==> config.mk <==
export PLATFORM = sky130hd
export DESIGN_NAME = hmac_msg_packer
export DESIGN_NICKNAME = d
export VERILOG_FILES = /design/src/rtl/hmac_msg_packer.sv
export SDC_FILE = /design/constraint.sdc
export NUM_CORES = 1
export LEC_CHECK = 0
export ABC_AREA = 1
export BUFFER_PORTS_ARGS = -buffer_cell sky130_fd_sc_hd__buf_2
export CAP_MARGIN = 20
export CORE_MARGIN = 3
export CORE_UTILIZATION = 40
export DETAILED_ROUTE_END_ITERATION = 6
export HOLD_SLACK_MARGIN = 0.1
export SETUP_SLACK_MARGIN = 0.2
export SLEW_MARGIN = 10
export SYNTH_ARGS = -nofsm -noshare
export SYNTH_HDL_FRONTEND = slang
export SYNTH_SLANG_ARGS = --single-unit
export TNS_END_PERCENT = 5
==> constraint.sdc <==
create_clock -name clk -period 6 [get_ports clk]
set_clock_uncertainty 0.1 [all_clocks]
set_input_delay 1.2 -clock clk [delete_from_list [all_inputs] [get_ports clk]]
set_output_delay 1.2 -clock clk [all_outputs]
set_load 0.01 [all_outputs]
==> src/rtl/hmac_msg_packer.sv <==
// Byte-stream to 64-bit Ascon rate-block packer with Ascon padding for the HMAC-Ascon datapath.
// Also tracks a saturating byte count of the current message.
module hmac_msg_packer #(
   parameter int unsigned LEN_W = 16
) (
   input  logic             clk,
   input  logic             rst_n,
   input  logic             in_valid,
   input  logic [7:0]       in_data,
   input  logic             in_last,
   output logic             in_ready,
   output logic             blk_valid,
   output logic [63:0]      blk_data,
   output logic             blk_last,
   input  logic             blk_ready,
   output logic [LEN_W-1:0] msg_len,
   output logic             msg_done
);

   typedef enum logic [1:0] {FILL, EMIT, EMIT_PAD} state_e;

   state_e             state_q, state_d;
   logic [2:0]         idx_q, idx_d;
   logic               pad_pending_q, pad_pending_d;
   logic [63:0]        stage_q, stage_d;
   logic [63:0]        blk_data_q, blk_data_d;
   logic               blk_last_q, blk_last_d;
   logic [LEN_W-1:0]   msg_len_q, msg_len_d;
   logic               new_msg_q, new_msg_d;
   logic [63:0]        assembled;
   logic               accept;
   logic               handshake;

   assign in_ready  = (state_q == FILL);
   assign blk_valid = (state_q != FILL);
   assign blk_data  = blk_data_q;
   assign blk_last  = blk_last_q;
   assign msg_len   = msg_len_q;
   assign accept    = in_valid & in_ready;
   assign handshake = blk_valid & blk_ready;
   assign msg_done  = handshake & blk_last_q;

   // Staging register with the incoming byte merged in; a last byte below index 7 also gets the 0x80 pad.
   always_comb begin
      assembled = stage_q;
      for (int unsigned i = 0; i < 8; i++) begin
         if (i == {29'd0, idx_q}) begin
            assembled[63-8*i -: 8] = in_data;
         end else if (in_last && (i == {29'd0, idx_q} + 32'd1)) begin
            assembled[63-8*i -: 8] = 8'h80;
         end
      end
   end

   always_comb begin
      state_d       = state_q;
      idx_d         = idx_q;
      pad_pending_d = pad_pending_q;
      stage_d       = stage_q;
      blk_data_d    = blk_data_q;
      blk_last_d    = blk_last_q;
      msg_len_d     = msg_len_q;
      new_msg_d     = new_msg_q;

      if (accept) begin
         new_msg_d = 1'b0;
         if (new_msg_q) begin
            msg_len_d = {{(LEN_W-1){1'b0}}, 1'b1};
         end else if (msg_len_q != '1) begin
            msg_len_d = msg_len_q + {{(LEN_W-1){1'b0}}, 1'b1};
         end
      end

      case (state_q)
         FILL: begin
            if (accept) begin
               if (in_last || (idx_q == 3'd7)) begin
                  blk_data_d    = assembled;
                  blk_last_d    = in_last && (idx_q != 3'd7);
                  pad_pending_d = in_last && (idx_q == 3'd7);
                  stage_d       = '0;
                  idx_d         = '0;
                  state_d       = EMIT;
               end else begin
                  stage_d = assembled;
                  idx_d   = idx_q + 3'd1;
               end
            end
         end
         EMIT: begin
            if (blk_ready) begin
               if (pad_pending_q) begin
                  blk_data_d    = 64'h8000_0000_0000_0000;
                  blk_last_d    = 1'b1;
                  pad_pending_d = 1'b0;
                  state_d       = EMIT_PAD;
               end else begin
                  blk_data_d = '0;
                  blk_last_d = 1'b0;
                  state_d    = FILL;
               end
            end
         end
         EMIT_PAD: begin
            if (blk_ready) begin
               blk_data_d = '0;
               blk_last_d = 1'b0;
               state_d    = FILL;
            end
         end
         default: state_d = FILL;
      endcase

      if (msg_done) begin
         new_msg_d = 1'b1;
      end
   end

   always_ff @(posedge clk or negedge rst_n) begin
      if (!rst_n) begin
         state_q       <= FILL;
         idx_q         <= '0;
         pad_pending_q <= 1'b0;
         stage_q       <= '0;
         blk_data_q    <= '0;
         blk_last_q    <= 1'b0;
         msg_len_q     <= '0;
         new_msg_q     <= 1'b1;
      end else begin
         state_q       <= state_d;
         idx_q         <= idx_d;
         pad_pending_q <= pad_pending_d;
         stage_q       <= stage_d;
         blk_data_q    <= blk_data_d;
         blk_last_q    <= blk_last_d;
         msg_len_q     <= msg_len_d;
         new_msg_q     <= new_msg_d;
      end
   end

endmodule

==> flow_summary.ini, run 1 <==
[status]
status = complete, no violations

[critical_path]
path_class = reg2reg
rr_worst_depth = 11
endpoint_kind = register
r2r_slack_ns = 2.85
reg2reg_to = blk_data[7]$_DFFE_PN0P_
worstPathArrival_ns = 3.40
start_kind = register
rr_startpoint = idx_q[0]$_DFFE_PN0P_
crit_fanout = 30
required_ns = 6.24

[die]
pin_count = 97
die_y_um = 144
die_area_sq_um = 20600
die_width_um = 144
initial_core_util_pct = 41.5
rows = 49
core_area_sq_um = 18300

[layout]
nNetsFinal = 1142
fin_cells = 1360
final_cell_mix = 493 x nand2_1, 151 x dfrtp_1, 95 x buf_2, 94 x inv_1, 87 x nor2_1
layout_commonest_cell = nand2_1
post_route_cells_drive_above_1_share_pct = 13.2
area_delta_synth_final_pct = 15.3
diodes = 0

[grt]
grt_pass1_wl_mm = 31.1
grt_antenna_before_repair = 0
grt_overflow = 0
grt_pass1_vias = 6002
grt_usage_pct = 19.1
grt_max_degree = 92

[sta]
finalSetupTns_ns = 0
setup_viol = 0
fin_crit_ns = 3.15
max_freq_mhz = 317
rsz0062_at_grt = no
worst_pin_slew_ns = 0.966
setup_slack_ns = 2.85
drv_slew = 0
finalHoldViolCount = 0
slew-limit-headroom_pct = 35.4
fin_crit_sh_pct = 52.6

[synth]
yosys-top-cells-area = dfrtp_1 50%, nand2_1 24%, o21ai_0 4.8%
synthFlopType = dfrtp_1
postSynthCellCount = 1043
syn_avg_cell_area_sq_um = 7.27
ys_seq_elements = 152
ys_warn_count = 0
synth_enable_flop_cells = 0
async_reset_ff_share_pct = 100
syn_area_sq_um = 7580
yosysSeqAreaShare_pct = 50.2
yosys.area.top_type = dfrtp_1
synthesis.nets = 1067
ys_types = 29
yosys.area.top_type_share_pct = 49.8

[clocking]
cts_made_buffers = 17
clk_pin_slew_ns = 0.06
hold_buffers = 0
clk_latency_ns = 0.42
cts_max_level = 4
clockRootBuffer = clkbuf_16
ctsLongestPathBuffers = 2
postCtsSetupRepairBufs = 0
tritoncts = built
cts_sinks = 152
postCtsResizedCells = 0

[route]
via_per_inst = 4.78
drt_iter0_markers = 395
firstDrtPassIters = 5
wl_mm = 18.9
routed_wire_length_per_instance_um = 13.9
ant_nets = 0
vias = 6504
drc = 0

[placed_design]
place_congestion = 0.813
io_buffers = 96
pre_cts_ws_ns = 2.72
dpl.hpwl_mm = 12.3
place_inst = 1327

[worst_hold_path]
hp-class = reg2reg
min_to = blk_data[52]$_DFFE_PN0P_
min_from = blk_data[52]$_DFFE_PN0P_
whs_path_depth = 2

[pwr]
power.leakage_nw = 4.82
peakVddDrop_uv = 236
p_per_area_nw_per_um2 = 417

[flow_run]
cap_violations = 0
-- critical path: stages, from the launching register on --
cell and delay [ns]:
dfrtp_1 0.39, ha_1 0.23, ha_1 0.57, inv_2 0.10, nand2_2 0.12, nand2_1 0.07
nand2_2 0.08, nand3b_2 0.11, nor2_4 0.54, buf_4 0.45, inv_2 0.15, o21ai_1 0.16
-- worst max-delay path by stage --
stage | startpoint | endpoint | depth (start not counted)
floorplan | blk_ready | msg_done | 2
global placement | in_last | blk_data[23]$_DFFE_PN0P_ | 10
detailed placement | in_last | blk_data[7]$_DFFE_PN0P_ | 10
CTS | idx_q[0]$_DFFE_PN0P_ | blk_data[7]$_DFFE_PN0P_ | 11
global route | idx_q[0]$_DFFE_PN0P_ | blk_data[7]$_DFFE_PN0P_ | 11
finish | idx_q[0]$_DFFE_PN0P_ | blk_data[7]$_DFFE_PN0P_ | 11
-- logic make-up after synthesis --
| family | share of synthesized area (%) |
|---|---|
| fa+ha+maj | 1.82 |
| xor+xnor | 0.462 |
| buf+inv | 8.29 |
| simple gates | 32.6 |
| compound gates | 6.62 |
| flops | 50.2 |
-- routing by layer --
layer,up-vias,routed length (um),GRT usage [%]
li1,3326,-,-
met1,3014,8920,26.3
met2,144,8790,30.7
met3,20,978,3.93
met4,0,246,5.65
met5,-,0,0
-- final cells by class --
cell class	count	area, sq um
Clock buffer	26	489
Clock inverter	6	92.6
Fill cell	1863	9530
Inverter	99	372
Multi-Input combinational cell	745	3150
Sequential cell	152	3800
Tap cell	229	287
Timing Repair Buffer	103	539
-- power by group --
group / switching, mW / internal [mW]
Clock: 0.415 / 0.648
Sequential: 0.123 / 1.25
Combinational: 0.843 / 0.359
-- Yosys cell counts (2+ instances only) --
master      n
buf_4       9
nor2_1     87
dfrtp_1   151
buf_6       4
inv_1      94
o21ai_0    73
inv_2       4
ha_1       11
o21ai_1    21
nand4_1     3
or2_2       3
nor2_2      4
a21oi_1     2
buf_2      13
nand2_2     4
nand3_1    30
nor3_1      3
nand2_1   493
xor2_1      4
clkbuf_1   21
-- flip-flops by register name, indices dropped and copies added, names as in the netlist --
| signal | flops |
|---|---|
| blk_data | 64 |
| state_q | 2 |
| stage_q | 64 |
| pad_pending_q | 1 |
| idx_q | 3 |
| blk_last | 1 |
| new_msg_q | 1 |
| msg_len | 16 |
-- stage by stage --
stage | hold WS, ns | area (sq um) | util, % | power, mW
6_report | 0.371 | 8740 | 47.8 | 3.64
2_1_floorplan | 0.350 | 7580 | - | 2.26
3_5_place_dp | 0.360 | 8150 | 44.6 | 2.61
4_1_cts | 0.377 | 8730 | 47.8 | 3.68
5_1_grt | 0.386 | 8740 | 47.8 | 3.92
3_3_place_gp | 0.360 | 8150 | 44.6 | 2.59
(Power assumes the default switching activity.)
==> inputs of run 2 (changes only) <==
clock period = 3.3 ns   (was 6 ns; I/O delays follow)
==> flow_summary.ini, run 2 (synthesized netlist as in run 1, its figures left out) <==
[critical_path]
crit_fanout = 65
cp_slowest_stage_delay_ns = 0.56
crit_buf_inv = 2
worstPathArrival_ns = 2.90
endpoint_kind = register
crit_slowest_cell = buf_4
cpMostUsedCell = nand2_1
crit_family = buffers and inverters
required_ns = 3.56
path_class = reg2reg
start_kind = register
crit_chain = ha_1, ha_1, inv_2, nand2_2, nand2_1, nand2_2, nand3b_2, buf_4, nand2_1, nand2_1

[clocking]
postCtsSetupRepairBufs = 0
cts_max_level = 4
cts_made_buffers = 17
postCtsResizedCells = 0
cts_sinks = 152
hold_buffers = 0
ctsLongestPathBuffers = 2
clk_latency_ns = 0.43
clk_pin_slew_ns = 0.07
tritoncts = built
clockRootBuffer = clkbuf_16

[layout]
post-route-util_pct = 48.5
diodes = 0
nFillCells = 1847
nNetsFinal = 1147
post_route_cells_drive_above_1_share_pct = 14.1
layout_commonest_cell = nand2_1
area_delta_synth_final_pct = 17.0
final_cell_mix = 493 x nand2_1, 151 x dfrtp_1, 95 x buf_2, 94 x inv_1, 87 x nor2_1
fin_cells = 1365

[die]
die_y_um = 144
die_width_um = 144
core_area_sq_um = 18300
initial_core_util_pct = 41.5
die_area_sq_um = 20600
rows = 49
pin_count = 97

[pwr]
p_sw_mw = 2.59
power.leakage_nw = 4.88
peakVddDrop_uv = 380
seqPwrFrac_pct = 36.3
p_clk_share_pct = 31.5
pwr-share-comb_pct = 32.3
total_power_mw = 6.90
swShare_pct = 37.5
p_per_area_nw_per_um2 = 778
power.internal_mw = 4.32

[grt]
top_usage_layer = met2
grtUsageMet3_pct = 3.93
grt_usage_pct = 19.8
grt.met2_usage_pct = 31.9
grt_max_degree = 67
grt_pass1_wl_mm = 32.5
grt_overflow = 0
grt_pass1_vias = 6258
gr-usage-met1_pct = 27.3
grt_antenna_before_repair = 0

[flow_run]
cap_violations = 0

[sta]
setup_viol = 0
finalSetupTns_ns = 0
finalHoldViolCount = 0
fin_crit_sh_pct = 80.0
fin_crit_ns = 2.64
worst_pin_slew_ns = 0.711
rsz0062_at_grt = no
drv_slew = 0
max_freq_mhz = 379
slew-limit-headroom_pct = 52.6

[route]
routed_wire_length_per_instance_um = 14.1
drc = 0
firstDrtPassIters = 5
wl_mm = 19.3
drt_iter0_markers = 351
ant_nets = 0
vias = 6481
via_per_inst = 4.75

[placed_design]
dpl.hpwl_mm = 12.7
place_inst = 1333
place_congestion = 0.824
io_buffers = 96

[worst_hold_path]
hp-class = in2async

[status]
status = complete, no violations
## run 2: changes by cell type in the layout (fill, tap and decap cells not counted), sizes merged
| cell | previous run | this run |
|---|---|---|
| bufinv | 2 | 5 |
| clkbuf | 26 | 18 |
| inv | 98 | 99 |
| buf | 103 | 108 |
| clkinv | 3 | 4 |
| clkinvlp | 2 | 5 |
## run 2: final timing paths
path | startpoint | endpoint | slack (ns) | depth (start not counted)
setup / recovery | idx_q[0]$_DFFE_PN0P_ | blk_data[34]$_DFFE_PN0P_ | 0.66 | 10
hold / removal | rst_n | msg_len[4]$_DFFE_PN0P_ | 0.11 | 1
setup reg to reg | idx_q[0]$_DFFE_PN0P_ | blk_data[34]$_DFFE_PN0P_ | 0.66 | 10
hold reg to reg | blk_data[51]$_DFFE_PN0P_ | blk_data[51]$_DFFE_PN0P_ | 0.37 | 2
max in group asynchronous | rst_n | blk_data[41]$_DFFE_PN0P_ | 2.24 | 2
min in group clk | blk_data[51]$_DFFE_PN0P_ | blk_data[51]$_DFFE_PN0P_ | 0.37 | 2
## run 2: per-layer routing
metal  vias up  wire length (um)
li1       3335                 -
met1      3015              9230
met2       108              8990
met3        23               747
met4         0               327
met5         -                 0
## run 2: through the flow
| stage | area, sq um | worst slack [ns] | hold slack (ns) |
|---|---|---|---|
| 2_1_floorplan | 7580 | 1.37 | 0.264 |
| 3_3_place_gp | 8210 | 0.796 | 0.359 |
| 3_5_place_dp | 8210 | 0.694 | 0.360 |
| 4_1_cts | 8870 | 0.658 | 0.143 |
| 5_1_grt | 8870 | 0.421 | 0.164 |
| 6_report | 8870 | 0.661 | 0.113 |
## run 2: cell type report
cell class                      instances  area [sq um]  share of cell area, %
Clock inverter                         14           223                   2.51
Clock buffer                           18           439                   4.95
Sequential cell                       152          3800                   42.9
Inverter                               99           372                   4.19
Multi-Input combinational cell        745          3150                   35.6
Tap cell                              229           287                   3.23
Timing Repair Buffer                  108           589                   6.65
## run 2: worst register-to-register path: cells and delay by family (launching register included)
kind	cells	cell delay, ns
AND/OR/NAND/NOR	6	0.66
adder cells (fa/ha/maj)	2	0.69
buffers and inverters	2	0.72
flip-flops	1	0.41
## run 2: power groups by stage
stage | combinational (mW) | clock [mW] | sequential, mW
detailed placement | 2.25 | 0 | 2.53
finish | 2.23 | 2.17 | 2.50
CTS | 2.27 | 2.22 | 2.51
floorplan | 1.52 | 0 | 2.59
global placement | 2.22 | 0 | 2.53
global route | 2.56 | 2.30 | 2.55
==> inputs of run 3 (changes only) <==
clock period = 2.4 ns   (was 3.3 ns; I/O delays follow)
==> flow_summary.ini, run 3 (synthesized netlist as in run 1, its figures left out) <==
[route]
wl_mm = 20.0
firstDrtPassIters = 5
drt_iter0_markers = 409
via_per_inst = 4.82
ant_nets = 0
drc = 0
routed_wire_length_per_instance_um = 14.4
vias = 6689

[placed_design]
io_buffers = 96
place_congestion = 0.810
pre_cts_ws_ns = -0.176
dpl.hpwl_mm = 12.7
place_inst = 1347

[critical_path]
path_class = reg2out
required_ns = 1.82
crit_slowest_cell = dfrtp_1
crit_buf_inv = 5
cpMostUsedCell = inv_1
crit_fanout = 5
crit_family = buffers and inverters
endpoint_kind = output port
cp_slowest_stage_delay_ns = 0.37
crit_chain = inv_1, ha_1, buf_4, inv_1, nand3_2, inv_1, buf_2
worstPathArrival_ns = 1.62
start_kind = register

[sta]
slew-limit-headroom_pct = 61.5
setup_slack_ns = 0.197
finalHoldViolCount = 0
setup_viol = 0
max_freq_mhz = 454
fin_crit_ns = 2.20
drv_slew = 0
fin_crit_sh_pct = 91.8
worst_pin_slew_ns = 0.578
rsz0062_at_grt = yes

[pwr]
swShare_pct = 38.6
p_sw_mw = 3.69
p_per_area_nw_per_um2 = 1060
pwr-share-comb_pct = 36.7
power.internal_mw = 5.88
peakVddDrop_uv = 591
p_clk_share_pct = 27.5
power.leakage_nw = 4.98
seqPwrFrac_pct = 35.8

[clocking]
cts_max_level = 4
tritoncts = built
clk_latency_ns = 0.42
ctsLongestPathBuffers = 2
clockRootBuffer = clkbuf_16
cts_made_buffers = 17
clk_pin_slew_ns = 0.06
cts_sinks = 152

[grt]
grt_usage_pct = 20.1
grt_overflow = 0
grt_pass1_vias = 6340
grt_antenna_before_repair = 1
grt_max_degree = 105
grt_pass1_wl_mm = 32.5

[die]
initial_core_util_pct = 41.5
die_y_um = 144
core_area_sq_um = 18300
rows = 49
die_area_sq_um = 20600
pin_count = 97
die_width_um = 144

[layout]
final_cell_mix = 493 x nand2_1, 151 x dfrtp_1, 95 x buf_2, 94 x inv_1, 87 x nor2_1
diodes = 0
post_route_cells_drive_above_1_share_pct = 15.7
area_delta_synth_final_pct = 19.4
nNetsFinal = 1170
fin_cells = 1388
layout_commonest_cell = nand2_1

[worst_hold_path]
hp-class = in2reg

[status]
status = complete, no violations

[flow_run]
cap_violations = 0
==> run 3: routing by layer <==
layer  global-route usage, %  part of all wire (%)  up-vias
li1                        -                     -     3382
met1                    26.4                    46     3138
met2                    33.0                    48      137
met3                    4.53                   4.6       30
met4                    6.44                   1.8        2
met5                       0                 0.055        -
==> run 3: cell type report <==
class / count / area [sq um]
Fill cell: 1832 / 9220
Sequential cell: 152 / 3800
Multi-Input combinational cell: 748 / 3210
Timing Repair Buffer: 128 / 805
Clock buffer: 21 / 450
Inverter: 99 / 372
Tap cell: 229 / 287
Clock inverter: 11 / 125
==> run 3: worst min-delay path, stage by stage <==
cell     delay, ns
buf_2         0.11
nand3_2       0.10
o21ai_0       0.08
==> run 3: final timing paths <==
check | from | end | slack [ns] | depth (start not counted)
max reg2reg | idx_q[0]$_DFFE_PN0P_ | stage_q[9]$_DFFE_PN0P_ | 0.21 | 11
max in group asynchronous | rst_n | stage_q[4]$_DFFE_PN0P_ | 1.05 | 3
max | state_q[0]$_DFFE_PN0P_ | msg_done | 0.20 | 7
min reg2reg | blk_data[50]$_DFFE_PN0P_ | blk_data[50]$_DFFE_PN0P_ | 0.37 | 2
min in group asynchronous | rst_n | msg_len[5]$_DFFE_PN0P_ | 0.35 | 2
min | blk_ready | new_msg_q$_DFFE_PN1P_ | 0.27 | 3
==> run 3: timing repair <==
item / 4_1_cts / 5_1_grt
hold endpoints to repair: 48 / 0
gates resized for setup: 2 / 9
endpoints found under the setup margin: 67 / 131
pin swaps: 1 / 1
cloned: 2 / 1
hold buffers: 1 / 0
buffers inserted: 3 / 2
==> run 3: power by group through the flow <==
| stage | sequential [mW] | clock [mW] | combinational [mW] |
|---|---|---|---|
| after detailed placement | 3.46 | 0 | 3.21 |
| after global placement | 3.46 | 0 | 3.16 |
| final | 3.42 | 2.63 | 3.52 |
| after floorplan | 3.56 | 0 | 2.09 |
| after global routing | 3.49 | 2.80 | 3.97 |
| after CTS | 3.42 | 2.69 | 3.42 |
==> run 3: stage by stage <==
stage	instance area (sq um)	util (%)	hold slack, ns	power [mW]	TNS (ns)
after floorplan	7580	-	0.0844	5.65	0
after global placement	8320	45.6	0.223	6.62	-2.05
after detailed placement	8320	45.6	0.223	6.67	-2.85
after CTS	8980	49.1	0.329	9.53	0
after global routing	9050	49.6	0.299	10.3	0
final	9050	49.6	0.268	9.57	0
